===== src/rtl/alu_pkg.sv =====
// Shared defaults and FSM state encoding for the ALU result accumulator.
package alu_pkg;

  localparam int unsigned DEF_DATA_W = 4;
  localparam int unsigned DEF_ACC_W  = 8;
  localparam int unsigned DEF_CNT_W  = 4;

  typedef enum logic [1:0] {
    ST_IDLE = 2'd0,
    ST_ACC  = 2'd1,
    ST_HOLD = 2'd2
  } state_e;

endpackage


===== src/rtl/alu_batch_counter.sv =====
// Beat counter for one batch: load latches the length, inc counts beats,
// last_c flags that the next counted beat completes the batch.
module alu_batch_counter
  import alu_pkg::*;
#(
  parameter int unsigned CNT_W = DEF_CNT_W
) (
  input  logic             clk,
  input  logic             rst_n,
  input  logic             load,
  input  logic [CNT_W-1:0] len,
  input  logic             inc,
  output logic             last_c
);

  // One extra bit so a zero length can stand for 2^CNT_W beats.
  localparam int unsigned LIM_W = CNT_W + 1;

  logic [LIM_W-1:0] count_q;
  logic [LIM_W-1:0] limit_q;
  logic [LIM_W-1:0] limit_c;

  // Map the raw length field onto the actual beat count.
  always_comb begin
    limit_c = LIM_W'(len);
    if (len == '0) begin
      limit_c = LIM_W'(1) << CNT_W;
    end
  end

  // Count and limit registers; load restarts the batch.
  always_ff @(posedge clk) begin
    if (!rst_n) begin
      count_q <= '0;
      limit_q <= '0;
    end else if (load) begin
      count_q <= '0;
      limit_q <= limit_c;
    end else if (inc) begin
      count_q <= count_q + LIM_W'(1);
    end
  end

  assign last_c = ((count_q + LIM_W'(1)) == limit_q);

endmodule


===== src/rtl/alu_result_accumulator.sv =====
// Accumulates a batch of ALU results (add/subtract) into a wrapping sum with
// a sticky carry/borrow flag and hands the result downstream with valid/ready.
module alu_result_accumulator
  import alu_pkg::*;
#(
  parameter int unsigned DATA_W = DEF_DATA_W,
  parameter int unsigned ACC_W  = DEF_ACC_W,
  parameter int unsigned CNT_W  = DEF_CNT_W
) (
  input  logic              clk,
  input  logic              rst_n,
  input  logic              start,
  input  logic [CNT_W-1:0]  len,
  input  logic              in_valid,
  output logic              in_ready,
  input  logic [DATA_W-1:0] in_data,
  input  logic              in_op,
  output logic              out_valid,
  input  logic              out_ready,
  output logic [ACC_W-1:0]  out_sum,
  output logic              out_ovf,
  output logic              busy
);

  // Extra top bit carries the unsigned carry-out or borrow of each step.
  localparam int unsigned SUM_W = ACC_W + 1;

  state_e           state_q;
  state_e           state_nxt;
  logic [ACC_W-1:0] acc_q;
  logic [ACC_W-1:0] acc_nxt;
  logic             ovf_q;
  logic             ovf_nxt;
  logic [SUM_W-1:0] step_c;
  logic             cnt_load;
  logic             cnt_inc;
  logic             last_c;

  alu_batch_counter #(
    .CNT_W (CNT_W)
  ) u_batch_counter (
    .clk    (clk),
    .rst_n  (rst_n),
    .load   (cnt_load),
    .len    (len),
    .inc    (cnt_inc),
    .last_c (last_c)
  );

  // Next-state, accumulator update and counter control.
  always_comb begin
    state_nxt = state_q;
    acc_nxt   = acc_q;
    ovf_nxt   = ovf_q;
    step_c    = '0;
    cnt_load  = 1'b0;
    cnt_inc   = 1'b0;
    case (state_q)
      ST_IDLE: begin
        if (start) begin
          state_nxt = ST_ACC;
          acc_nxt   = '0;
          ovf_nxt   = 1'b0;
          cnt_load  = 1'b1;
        end
      end
      ST_ACC: begin
        if (in_valid) begin
          if (in_op) begin
            step_c = {1'b0, acc_q} + SUM_W'(in_data);
          end else begin
            step_c = {1'b0, acc_q} - SUM_W'(in_data);
          end
          acc_nxt = step_c[ACC_W-1:0];
          ovf_nxt = ovf_q | step_c[ACC_W];
          cnt_inc = 1'b1;
          if (last_c) begin
            state_nxt = ST_HOLD;
          end
        end
      end
      ST_HOLD: begin
        if (out_ready) begin
          state_nxt = ST_IDLE;
        end
      end
      default: begin
        state_nxt = ST_IDLE;
      end
    endcase
  end

  // State, datapath and registered handshake outputs.
  always_ff @(posedge clk) begin
    if (!rst_n) begin
      state_q   <= ST_IDLE;
      acc_q     <= '0;
      ovf_q     <= 1'b0;
      in_ready  <= 1'b0;
      out_valid <= 1'b0;
      busy      <= 1'b0;
    end else begin
      state_q   <= state_nxt;
      acc_q     <= acc_nxt;
      ovf_q     <= ovf_nxt;
      in_ready  <= (state_nxt == ST_ACC);
      out_valid <= (state_nxt == ST_HOLD);
      busy      <= (state_nxt != ST_IDLE);
    end
  end

  assign out_sum = acc_q;
  assign out_ovf = ovf_q;

endmodule


===== config.mk =====
export PLATFORM = sky130hd
export DESIGN_NAME = alu_result_accumulator
export DESIGN_NICKNAME = d
export VERILOG_FILES = /design/src/rtl/alu_pkg.sv /design/src/rtl/alu_batch_counter.sv /design/src/rtl/alu_result_accumulator.sv
export SDC_FILE = /design/constraint.sdc
export NUM_CORES = 1
export LEC_CHECK = 0
export CORE_MARGIN = 8
export CORE_UTILIZATION = 55
export DETAILED_ROUTE_END_ITERATION = 6
export PLACE_DENSITY_LB_ADDON = 0.08
export SLEW_MARGIN = 20
export SYNTH_ARGS = -nofsm -noshare
export SYNTH_HDL_FRONTEND = slang
export SYNTH_SLANG_ARGS = --single-unit

===== constraint.sdc =====
create_clock -name clk -period 6.7 [get_ports clk]
set_input_delay 1.34 -clock clk [delete_from_list [all_inputs] [get_ports clk]]
set_output_delay 1.34 -clock clk [all_outputs]
set_load 0.01 [all_outputs]

==> metrics.yaml <==
outcome:
  status: "complete, no violations"
cells_and_area:
  layout.nets: 219
  diodes: 0
  drive_gt1_share_pct: 9.38
  syn_to_final_growth_pct: 22.5
  fill_cells: 213
power:
  p_per_area_nw_per_um2: 190
  peakVddDrop_mv: 0.157
  p_leak_nw: 0.702
route:
  vias_per_cell: 5.83
  vias: 1295
  detail_route.wl_per_cell_um: 14.8
  drt_pass1_iterations: 4
  drt_iter0_drc: 60
  drc: 0
  routed_wl_mm: 3.28
  postRouteAntennaNets: 0
min_path:
  min-delay-start: "u_batch_counter.limit_q[1]"
  hold_path.class: "reg2reg"
  hold_depth: 2
  min_to: "u_batch_counter.limit_q[1]"
place:
  hpwl_mm: 2.64
  place.gp.congestion: 0.952
  place_ws_ns: 2.77
  portBuffers: 25
yosys:
  syn-num-nets: 192
  synth.most_common_cell: "dfxtp_1"
  postSynthAreaPerCell_um2: 8.75
  synth_warnings: 0
  ys_ff_latch: 24
  synth_top_area_share_pct: 33.1
  synth_edf_count: 0
  synthCells: 166
  synth_common_cells: "dfxtp_1 (24), nand2_1 (19), nor2_1 (18)"
  synth_area_leaders: "dfxtp_1 (33%), ha_1 (9.5%), nand2_1 (4.9%)"
  async_flop_share_pct: 0
  yosysTopAreaCell: "dfxtp_1"
  synthFlopType: "dfxtp_1"
  yosysSeqAreaShare_pct: 33.1
  yosysUniqueCellTypes: 37
  syn_area_um2: 1450
global_routing:
  antenna_found_initial: 0
  grtUsageMet2_pct: 26.9
  grt-ovfl-total: 0
  grt-busiest-layer: "met2"
  gr-usage-met3_pct: 3.64
  grt_usage_pct: 15.6
  grt_pass1_wl_mm: 5.60
  use_met1_pct: 18.7
  grt_start_max_net_pins: 16
  grt_pass1_vias: 1291
timing:
  maxSlewHeadroom_pct: 41.9
  fin_ws_ns: 3.09
  period_share_pct: 53.9
  tns_ns: 0
  setup_viol: 0
  fmax_ghz: 0.277
  rsz0062_at_grt: "no"
  hold_viol_final: 0
  fin_worst_skew_ns: 0.00551
  drv_slew: 0
  period_minus_slack_ns: 3.61
  worst_pin_slew_ns: 0.869
critical_path:
  crit_fanout: 3
  critPathMaxStageDelay_ns: 0.50
  worstRegToRegCells: 7
  crit_arrival_ns: 3.85
  r2r_slack_ns: 4.68
  cp_cell_sequence: "clkdlybuf4s50_1 > inv_1 > ha_1 > mux2_2 > fa_1 > a211oi_1 > o21bai_1 > a21oi_1 > xor2_1 > o22ai_1"
  critPathLaunchType: "input port"
  worst-path-buf-inv: 2
  cp_slowest_cell: "clkdlybuf4s50_1"
  critPathRequiredTime_ns: 6.93
  r2r_start: "out_sum[0]"
  critPathKind: "in2reg"
  crit_family: "adder cells"
  r2r-end: "out_sum[6]"
  cp-end-kind: "flip-flop"
job:
  drv_cap: 0
clock_network:
  worstSkewPairLatency_ns: 0.33
  cts_resized: 0
  h-tree-depth: 1
  cts_buffer_depth: 2
  cts_hold_buf: 0
  clkTransAtPathRegs_ns: 0.14
  cts-root-buf: "clkbuf_4"
  cts_tree: "yes"
  postCtsSetupRepairBufs: 0
  clock-sinks: 24
  cts_buffers: 3
floorplan:
  fp.dieW_um: 67.4
  rows: 18
  initial_core_util_pct: 58.1
  ios: 26
  core_area_um2: 2500
  fp.dieArea_um2: 4540
  fp.dieH_um: 67.4
[worst reg2reg max path, cell delays in order (launching register included)]
cell	delay [ns]
dfxtp_1	0.36
ha_1	0.22
fa_1	0.45
a211oi_1	0.32
o21bai_1	0.14
a21oi_1	0.19
xor2_1	0.16
o22ai_1	0.09
[worst max path at each step]
stage	slack (ns)	from	cells after the start	endpoint
4_1_cts	3.12	in_data[0]	10	out_sum[6]
2_1_floorplan	3.45	in_data[2]	9	out_ovf
3_3_place_gp	2.80	in_data[0]	10	out_sum[6]
3_5_place_dp	2.77	in_data[0]	10	out_sum[6]
5_1_grt	2.88	in_data[2]	10	out_ovf
6_report	3.09	in_data[0]	10	out_sum[6]
[cells by family (layout without fill, tap and decap cells)]
family / count (synthesis) / after routing / synth area share (%)
buffers and inverters: 9 / 35 / 2.50
DFF: 24 / 24 / 33.1
and+or+nand+nor: 59 / 59 / 20.9
AOI/OAI and AO/OA: 47 / 47 / 23.3
adders and majority gates: 12 / 12 / 10.9
muxes: 2 / 2 / 1.55
xor gates and xnor gates: 13 / 13 / 7.84
[metrics by stage]
stage | utilization (%) | hold slack [ns] | std cells | area, um^2 | power [mW]
CTS | 71.2 | 0.485 | 222 | 1780 | 0.339
detailed placement | 69.1 | 0.466 | 218 | 1730 | 0.233
finish | 71.2 | 0.480 | 222 | 1780 | 0.337
global route | 71.2 | 0.518 | 222 | 1780 | 0.353
global placement | 69.1 | 0.457 | 218 | 1730 | 0.230
floorplan | - | 0.445 | 166 | 1450 | 0.205
[layout by cell type, fill, tap and decap left out, types with 2 or more instances in the layout]
| cell | instances |
|---|---|
| xnor2_1 | 6 |
| and2_1 | 2 |
| nand3_1 | 4 |
| a2111oi_2 | 2 |
| o21ai_0 | 9 |
| o21bai_1 | 2 |
| inv_1 | 6 |
| mux2_2 | 2 |
| a41o_2 | 2 |
| nor2_1 | 18 |
| o22ai_1 | 3 |
| nand2_4 | 2 |
| a21oi_1 | 14 |
| or3_1 | 3 |
| a211oi_1 | 3 |
| nor4_1 | 2 |
| ha_1 | 11 |
| clkdlybuf4s50_1 | 25 |
| nor3_1 | 3 |
| a22oi_1 | 5 |
| a21o_1 | 2 |
| clkbuf_4 | 3 |
| xor2_1 | 7 |
| dfxtp_1 | 24 |
| nand2_1 | 19 |
[power breakdown]
part | internal, mW | switching, mW
clock | 0.0605 | 0.0472
combinational | 0.0354 | 0.0401
sequential | 0.149 | 0.00530
[routing by layer]
metal / up-vias / wire length (um) / share of wire (%)
met4: 0 / 35 / 1.1
met2: 34 / 1600 / 49
li1: 656 / - / -
met5: - / 0 / 0
met3: 5 / 186 / 5.7
met1: 600 / 1460 / 45
[registers in the layout, indices dropped and copies added, names as in the netlist]
register / flops
out_ovf: 1
u_batch_counter.limit_q: 5
state_q: 2
in_ready: 1
u_batch_counter.count_q: 5
out_valid: 1
busy: 1
out_sum: 8
[area by class of cell]
cell class                 instances  area (um^2)  share of cell area, %
clock buffer                       3         22.5                   1.27
clock inverter                     1         30.0                   1.69
inverter                           6         22.5                   1.27
multi-input combinational        133          936                   52.6
sequential                        24          480                   27.0
tap                               30         37.5                   2.11
timing repair buffer              25          250                   14.1
No activity file was read; power rests on OpenSTA's default activity.
